## src/rtl/imem_debug_loader_pkg.sv

```systemverilog
// Shared definitions for the instruction-RAM debug loader.
//   - loader_state_e : FSM state encoding used by the top
//   - ERR_*          : error codes reported on o_err_code
//   - word_to_byte_addr() : word index -> byte address on the RAM debug port
package imem_debug_loader_pkg;

  typedef enum logic [2:0] {
    ST_IDLE     = 3'd0,
    ST_CHECK    = 3'd1,
    ST_WRITE    = 3'd2,
    ST_RD_ISSUE = 3'd3,
    ST_RD_DRAIN = 3'd4,
    ST_DONE     = 3'd5,
    ST_ERR      = 3'd6
  } loader_state_e;

  localparam logic [1:0] ERR_NONE    = 2'd0;
  localparam logic [1:0] ERR_RANGE   = 2'd1;
  localparam logic [1:0] ERR_TIMEOUT = 2'd2;
  localparam logic [1:0] ERR_CSUM    = 2'd3;

  // The RAM debug port takes byte addresses with the two low bits zero.
  function automatic logic [31:0] word_to_byte_addr(input logic [29:0] idx);
    return {idx, 2'b00};
  endfunction

endpackage

```

## src/rtl/imem_debug_loader_idle_timer.sv

```systemverilog
// Idle-cycle timer for the loader's WRITE phase.
// Ports:
//   i_clk, i_rst : clock, synchronous active-high reset
//   i_clear      : zero the count (wins over i_en)
//   i_en         : count one idle cycle
//   o_expire     : high in the TIMEOUT-th consecutive enabled cycle
module imem_debug_loader_idle_timer #(
  parameter int TIMEOUT = 65535
) (
  input  logic i_clk,
  input  logic i_rst,
  input  logic i_clear,
  input  logic i_en,
  output logic o_expire
);

  localparam int CW = (TIMEOUT > 1) ? $clog2(TIMEOUT) : 1;

  logic [CW-1:0] r_cnt;

  // Expiry is flagged in the cycle that would complete TIMEOUT idle cycles.
  assign o_expire = i_en && !i_clear && (r_cnt == CW'(TIMEOUT - 1));

  // Idle counter: cleared on reset/clear, advanced on each idle cycle.
  always_ff @(posedge i_clk) begin
    if (i_rst) begin
      r_cnt <= {CW{1'b0}};
    end else if (i_clear) begin
      r_cnt <= {CW{1'b0}};
    end else if (i_en) begin
      r_cnt <= r_cnt + CW'(1);
    end
  end

endmodule

```

## src/rtl/imem_debug_loader.sv

```systemverilog
// Write-side master for the instruction RAM debug port. Accepts a valid/ready
// word stream, writes it to consecutive word addresses, optionally reads the
// region back and compares a 32-bit additive checksum. Holds the CPU halted
// for the duration of a load.
// Ports:
//   i_clk, i_rst        : clock, synchronous active-high reset
//   i_start             : load request, honoured only when idle
//   i_base_addr         : byte address of first word (bits [1:0] ignored)
//   i_word_count        : number of words to load
//   i_s_valid/o_s_ready/i_s_data : host word stream
//   o_dbg_addr/o_dbg_wdata/o_dbg_we/i_dbg_rdata : RAM debug port (1-cycle read latency)
//   o_cpu_halt          : CPU hold while loading
//   o_busy              : not idle
//   o_done              : one-cycle success pulse
//   o_err, o_err_code   : sticky error flag and cause
module imem_debug_loader
  import imem_debug_loader_pkg::*;
#(
  parameter int MEM_WORDS = 4096,
  parameter int CNT_W     = 13,
  parameter bit VERIFY    = 1'b1,
  parameter int TIMEOUT   = 65535
) (
  input  logic             i_clk,
  input  logic             i_rst,
  input  logic             i_start,
  input  logic [31:0]      i_base_addr,
  input  logic [CNT_W-1:0] i_word_count,
  input  logic             i_s_valid,
  output logic             o_s_ready,
  input  logic [31:0]      i_s_data,
  output logic [31:0]      o_dbg_addr,
  output logic [31:0]      o_dbg_wdata,
  output logic [3:0]       o_dbg_we,
  input  logic [31:0]      i_dbg_rdata,
  output logic             o_cpu_halt,
  output logic             o_busy,
  output logic             o_done,
  output logic             o_err,
  output logic [1:0]       o_err_code
);

  loader_state_e    r_state;
  loader_state_e    w_state_next;
  logic [29:0]      r_base_idx;
  logic [CNT_W-1:0] r_count;
  logic [CNT_W-1:0] r_idx;       // word index for both the write and read-back passes
  logic [31:0]      r_wsum;
  logic [31:0]      r_rsum;
  logic             r_rd_pend;   // a read was issued last cycle; its data is on i_dbg_rdata now
  logic             r_err;
  logic [1:0]       r_err_code;
  logic [1:0]       w_err_code_next;

  logic        w_handshake;
  logic        w_last;
  logic [31:0] w_range_end;
  logic        w_range_bad;
  logic [31:0] w_rsum_next;
  logic        w_timer_clear;
  logic        w_timer_en;
  logic        w_timer_expire;
  logic        w_unused_base_lsbs;

  assign w_unused_base_lsbs = ^i_base_addr[1:0];

  // Reset gates the handshake so no RAM write escapes in the reset cycle.
  assign w_handshake = (r_state == ST_WRITE) && i_s_valid && !i_rst;
  assign w_last      = (r_idx == (r_count - CNT_W'(1)));
  // 32-bit sum of a 30-bit index and a CNT_W count cannot wrap.
  assign w_range_end = {2'b00, r_base_idx} + 32'(r_count);
  assign w_range_bad = (w_range_end > 32'(MEM_WORDS));
  assign w_rsum_next = r_rsum + i_dbg_rdata;

  assign w_timer_clear = (r_state != ST_WRITE) || w_handshake;
  assign w_timer_en    = (r_state == ST_WRITE) && !i_s_valid;

  imem_debug_loader_idle_timer #(
    .TIMEOUT (TIMEOUT)
  ) u_idle_timer (
    .i_clk    (i_clk),
    .i_rst    (i_rst),
    .i_clear  (w_timer_clear),
    .i_en     (w_timer_en),
    .o_expire (w_timer_expire)
  );

  // Next-state and error-cause selection.
  always_comb begin
    w_state_next    = r_state;
    w_err_code_next = ERR_NONE;
    case (r_state)
      ST_IDLE: begin
        if (i_start) begin
          w_state_next = ST_CHECK;
        end else begin
          w_state_next = ST_IDLE;
        end
      end
      ST_CHECK: begin
        if (r_count == {CNT_W{1'b0}}) begin
          w_state_next = ST_DONE;
        end else if (w_range_bad) begin
          w_state_next    = ST_ERR;
          w_err_code_next = ERR_RANGE;
        end else begin
          w_state_next = ST_WRITE;
        end
      end
      ST_WRITE: begin
        if (w_handshake && w_last) begin
          if (VERIFY) begin
            w_state_next = ST_RD_ISSUE;
          end else begin
            w_state_next = ST_DONE;
          end
        end else if (w_timer_expire) begin
          w_state_next    = ST_ERR;
          w_err_code_next = ERR_TIMEOUT;
        end else begin
          w_state_next = ST_WRITE;
        end
      end
      ST_RD_ISSUE: begin
        if (w_last) begin
          w_state_next = ST_RD_DRAIN;
        end else begin
          w_state_next = ST_RD_ISSUE;
        end
      end
      ST_RD_DRAIN: begin
        // The last read word arrives this cycle, so compare the updated sum.
        if (w_rsum_next == r_wsum) begin
          w_state_next = ST_DONE;
        end else begin
          w_state_next    = ST_ERR;
          w_err_code_next = ERR_CSUM;
        end
      end
      ST_DONE: w_state_next = ST_IDLE;
      ST_ERR:  w_state_next = ST_IDLE;
      default: w_state_next = ST_IDLE;
    endcase
  end

  // State, counters, checksum accumulators and sticky error.
  always_ff @(posedge i_clk) begin
    if (i_rst) begin
      r_state    <= ST_IDLE;
      r_base_idx <= 30'd0;
      r_count    <= {CNT_W{1'b0}};
      r_idx      <= {CNT_W{1'b0}};
      r_wsum     <= 32'd0;
      r_rsum     <= 32'd0;
      r_rd_pend  <= 1'b0;
      r_err      <= 1'b0;
      r_err_code <= ERR_NONE;
    end else begin
      r_state   <= w_state_next;
      r_rd_pend <= (r_state == ST_RD_ISSUE);
      case (r_state)
        ST_IDLE: begin
          if (i_start) begin
            r_base_idx <= i_base_addr[31:2];
            r_count    <= i_word_count;
            r_idx      <= {CNT_W{1'b0}};
            r_wsum     <= 32'd0;
            r_rsum     <= 32'd0;
            r_err      <= 1'b0;
            r_err_code <= ERR_NONE;
          end
        end
        ST_WRITE: begin
          if (w_handshake) begin
            r_wsum <= r_wsum + i_s_data;
            // Rewind so the read-back pass starts from the first word.
            r_idx  <= w_last ? {CNT_W{1'b0}} : (r_idx + CNT_W'(1));
          end
        end
        ST_RD_ISSUE: begin
          r_idx <= r_idx + CNT_W'(1);
          if (r_rd_pend) begin
            r_rsum <= w_rsum_next;
          end
        end
        ST_RD_DRAIN: r_rsum <= w_rsum_next;
        default: r_rsum <= r_rsum;
      endcase
      if (w_state_next == ST_ERR) begin
        r_err      <= 1'b1;
        r_err_code <= w_err_code_next;
      end
    end
  end

  assign o_s_ready   = (r_state == ST_WRITE) && !i_rst;
  assign o_dbg_we    = w_handshake ? 4'hF : 4'h0;
  assign o_dbg_addr  = ((r_state == ST_WRITE) || (r_state == ST_RD_ISSUE)) ?
                       word_to_byte_addr(r_base_idx + 30'(r_idx)) : 32'h0000_0000;
  assign o_dbg_wdata = (r_state == ST_WRITE) ? i_s_data : 32'h0000_0000;
  assign o_busy      = (r_state != ST_IDLE);
  assign o_cpu_halt  = (r_state == ST_CHECK) || (r_state == ST_WRITE) ||
                       (r_state == ST_RD_ISSUE) || (r_state == ST_RD_DRAIN);
  assign o_done      = (r_state == ST_DONE);
  assign o_err       = r_err;
  assign o_err_code  = r_err_code;

endmodule

```

## config.mk

```make
export PLATFORM = sky130hd
export DESIGN_NAME = imem_debug_loader
export DESIGN_NICKNAME = d
export VERILOG_FILES = /design/src/rtl/imem_debug_loader_pkg.sv /design/src/rtl/imem_debug_loader_idle_timer.sv /design/src/rtl/imem_debug_loader.sv
export SDC_FILE = /design/constraint.sdc
export NUM_CORES = 1
export LEC_CHECK = 0
export BUFFER_PORTS_ARGS = -buffer_cell sky130_fd_sc_hd__buf_2
export CELL_PAD_IN_SITES_DETAIL_PLACEMENT = 0
export CELL_PAD_IN_SITES_GLOBAL_PLACEMENT = 1
export CORE_UTILIZATION = 44
export CTS_BUF_LIST = sky130_fd_sc_hd__clkbuf_8
export DETAILED_ROUTE_END_ITERATION = 16
export PLACE_DENSITY_LB_ADDON = 0.1
export SETUP_SLACK_MARGIN = 0.02
export SLEW_MARGIN = 10
export SYNTH_ARGS = -nofsm -noshare
export SYNTH_HDL_FRONTEND = slang
export SYNTH_SLANG_ARGS = --single-unit
```

## constraint.sdc

```tcl
create_clock -name i_clk -period 5 [get_ports i_clk]
set_clock_uncertainty 0.2 [all_clocks]
set_input_delay 1 -clock i_clk [delete_from_list [all_inputs] [get_ports i_clk]]
set_output_delay 1 -clock i_clk [all_outputs]
set_load 0.02 [all_outputs]
```

==> metrics.md <==
| Metric | Value |
|---|---|
| CTS tree | done |
| Synthesis-to-layout area growth | 13.9% |
| Vias/cell | 5.68 |
| DP Area | 13500 sq um |
| Reg clk slew, reported paths | 0.10 ns |
| Wire per inst | 17.4 um |
| Row count | 60 |
| Stages on the worst setup path | 13 |
| Reg2Reg Setup Slack | 0.56 ns |
| Synth top area share | 23.4% |
| Leak pwr | 6.16 nW |
| Clock latency on the worst-skew pair | 0.46 ns |
| Num CTS Buffers | 17 |
| Avg Cell Area, Syn | 7.49 sq um |
| Post-synth ARST share | 0% |
| Crit path from | r_base_idx[1] |
| First-pass GRT wire length | 59.7 mm |
| Status | completed |
| Post-layout net count | 1989 |
| Starting DRT DRC Count | 952 |
| Slew Viols, Final | 0 |
| Pin count of the biggest net entering global routing | 91 |
| R2R depth | 14 |
| Die footprint | 28500 sq um |
| Routability congestion estimate | 0.943 |
| Worst-path cell chain | ha_1 > a21o_1 > a21o_1 > a21oi_1 > o21bai_1 > a21oi_1 > o21ai_0 > o41ai_2 > o21ai_2 > nand3_1 > xor2_1 > nor2_1 > buf_2 |
| Core area | 27100 sq um |
| Post-CTS Repair Setup Buffers | 0 |
| CP arrival | 3.54 ns |
| Sequential Area | 2860 sq um |
| Htree depth | 4 |
| RR Endpoint | o_err_code[0] |
| Setup crit end kind | primary output |
| Hold crit path type | flip-flop to flip-flop |
| Drt first pass iters | 5 |
| Crit-path leading delay family | compound AO/OA/AOI/OAI gates |
| CP max FO | 9 |
| Worst path required time | 3.80 ns |
| Worst r2r src | r_count[0] |
| Worst stage delay on the critical path | 0.47 ns |
| Ys Warns | 0 |
| Fmax | 211 MHz |
| FILL cells | 2712 |
| Detail Route Antenna Nets | 0 |
| Synth top area cells | dfxtp_1 (23%), ha_1 (9.5%), nand2_1 (6.5%) |
| Hold_buf cts | 0 |
| Setup violators final | 0 |
| Slew HR | 27.3% |
| Ys flop type | dfxtp_1 |
| Slowest-stage cell, CP | dfxtp_1 |
| Final instance area | 14000 sq um |
| Worst slew pin tran | 1.09 ns |
| # DRC | 0 |
| PortBufs | 183 |
| Vias in the first global route | 11200 |
| Share of post-route cells with drive strength above 1 | 15.7% |
| I/O Pins | 188 |
| CTS sink cnt | 143 |
| Period utilisation layout | 94.8% |
| GR Util All Layers | 26.3% |
| Post-synthesis instance total | 1637 |
| Buffers & Inverters on Critical Path | 1 |
| Hold Fails Final Rpt | 0 |
| HPWL after DPL | 29.0 mm |
| Routed vias | 12300 |
| Setup TNS | 0 ns |
| Die Wd | 169 um |
| Overflow after GRT | 0 |
| VDD IR-drop max | 0.206 mV |
| Area of the multi-input gates | 8930 sq um |
| Unique masters post-synth | 91 |
| Synthesized cell area | 12300 sq um |
| RSZ-0062 raised after global routing | yes |
| Fin crit period | 4.74 ns |
| Sequential fraction of the synthesis area | 23.4% |
| Overall die height | 169 um |
| EDFF count, synth | 0 |
| Max-Cap Viols | 0 |
| Final WL | 37.7 mm |
| Initial antenna violation count | 1 |
| Critical path type | flip-flop to primary output |
| P per Cell Area | 382 nW/um^2 |
| CP endpoint | o_dbg_addr[25] |
| CTS Buffer Depth | 2 |
| Initial core utilization | 45.2% |
| Leading area contributor after synthesis | dfxtp_1 |
| Worst Setup Start Kind | flip-flop |
| CTS root buf | clkbuf_8 |
| FF+latch count, synth | 143 |
[power by group]
part	switching, W	internal, W	leakage (nW)	total, W
Combinational	0.00167	0.00104	4.79	0.00270
Clock	0.000536	0.000513	0.217	0.00105
Sequential	0.000267	0.00131	1.16	0.00157
Total	0.00247	0.00286	6.16	0.00533
[logic make-up after synthesis]
| kind of cell | Yosys count | share of synthesized area [%] |
|---|---|---|
| other cells | 1 | 0.0306 |
| xor+xnor | 148 | 11.3 |
| buf+inv | 124 | 4.11 |
| fa+ha+maj | 97 | 10.1 |
| mux | 10 | 0.837 |
| compound gates | 454 | 24.4 |
| simple gates | 660 | 25.8 |
| flops | 143 | 23.4 |
[synthesized netlist by cell type, types with 5 or more instances]
master and count:
o211ai_1 11, o21a_1 18, o31ai_1 10, buf_2 7, a21oi_1 146, nand4_1 25
a211oi_1 20, o21ai_0 76, a2111oi_0 10, or3_1 9, or4_1 6, and2_1 17
o2111ai_1 6, or2_2 5, inv_1 33, a22oi_1 25, clkbuf_1 73, a211o_1 8
nor2b_1 15, a2bb2oi_1 5, xnor2_1 70, nand2b_1 15, o21bai_1 15, nand3b_1 5
nand3_1 41, a22o_1 6, nand2_1 211, dfxtp_1 143, buf_4 6, a21o_1 33
xor2_1 72, nor2_1 176, a31oi_1 14, ha_1 93, and3_1 58, nor4_1 5
mux2i_1 8, nor3_1 40, and4_1 7, a31o_2 5
[layout by cell type (no fill, tap or decap), types with 6 or more instances in the layout]
cell type / count
and2_1: 17
nor3_1: 40
o21ai_0: 76
a22o_1: 6
a2111oi_0: 10
nor2_1: 176
a22oi_1: 25
a211o_1: 8
or4_1: 6
o211ai_1: 11
nand2b_1: 15
dfxtp_1: 143
o21bai_1: 15
a211oi_1: 19
buf_4: 30
a21o_1: 33
buf_2: 182
nand2_1: 211
clkbuf_8: 17
or3_1: 9
a31oi_1: 14
and3_1: 58
o21a_1: 18
o2111ai_1: 6
xor2_1: 72
a21oi_1: 144
inv_6: 7
mux2i_1: 8
xnor2_1: 70
nor2b_1: 14
nand3_1: 41
nand4_1: 25
ha_1: 93
inv_1: 33
and4_1: 7
o31ai_1: 10
[flip-flops by register name, indices dropped and copies added (netlist names)]
signal and cells:
r_rd_pend 1, r_state 3, o_err_code 2, r_base_idx 30, r_count 13, r_wsum 32, u_idle_timer.r_cnt 16, o_err 1
r_rsum 32, r_idx 13
[final cells by class]
class                           count  share of cell area, %
Antenna cell                        1                 0.0179
Clock buffer                       17                   1.68
Clock inverter                     15                   1.42
Inverter                           34                  0.914
Multi-Input combinational cell   1371                   64.0
Sequential cell                   143                   20.5
Tap cell                          372                   3.33
Timing Repair Buffer              212                   8.14
[metrics by stage]
| step | instances | setup WS (ns) | util [%] | hold WS (ns) | total power [W] |
|---|---|---|---|---|---|
| 2_1_floorplan | 1638 | 0.735 | - | 0.230 | 0.00350 |
| 6_report | 2165 | 0.258 | 51.5 | 0.257 | 0.00533 |
| 4_1_cts | 2164 | 0.0154 | 51.4 | 0.257 | 0.00533 |
| 5_1_grt | 2164 | 0.000115 | 51.5 | 0.267 | 0.00573 |
| 3_5_place_dp | 2132 | 0.132 | 49.8 | 0.246 | 0.00427 |
| 3_3_place_gp | 2132 | 0.195 | 49.8 | 0.243 | 0.00424 |
[worst min path at each step]
| stage | cells past startpoint | endpoint | slack, ns | from |
|---|---|---|---|---|
| after floorplan | 1 | u_idle_timer.r_cnt[0] | 0.23 | u_idle_timer.r_cnt[0] |
| after global placement | 1 | u_idle_timer.r_cnt[0] | 0.24 | u_idle_timer.r_cnt[0] |
| after detailed placement | 2 | o_err | 0.25 | o_err |
| after CTS | 2 | o_err | 0.26 | o_err |
| after global routing | 2 | o_err | 0.27 | o_err |
| final | 2 | o_err | 0.26 | o_err |
[per-layer routing]
layer | vias to the layer above | track usage (%) | share of wire, %
met1 | 5733 | 39.7 | 52
met2 | 329 | 38.8 | 41
li1 | 6204 | - | -
met4 | 0 | 6.09 | 1.4
met5 | - | 0 | 0
met3 | 32 | 3.90 | 5.6
[tightest hold or removal path, stage by stage (launching register included)]
cell     delay (ns)
dfxtp_1        0.31
nand2_1        0.05
a21oi_1        0.05
[repair_timing]
action | CTS | global route
pin swaps | 0 | 0
setup endpoints to repair | 11 | 18
endpoints found under the hold margin | 0 | 0
gates resized for setup | 3 | 4
Power figures use the tool's default switching activity.
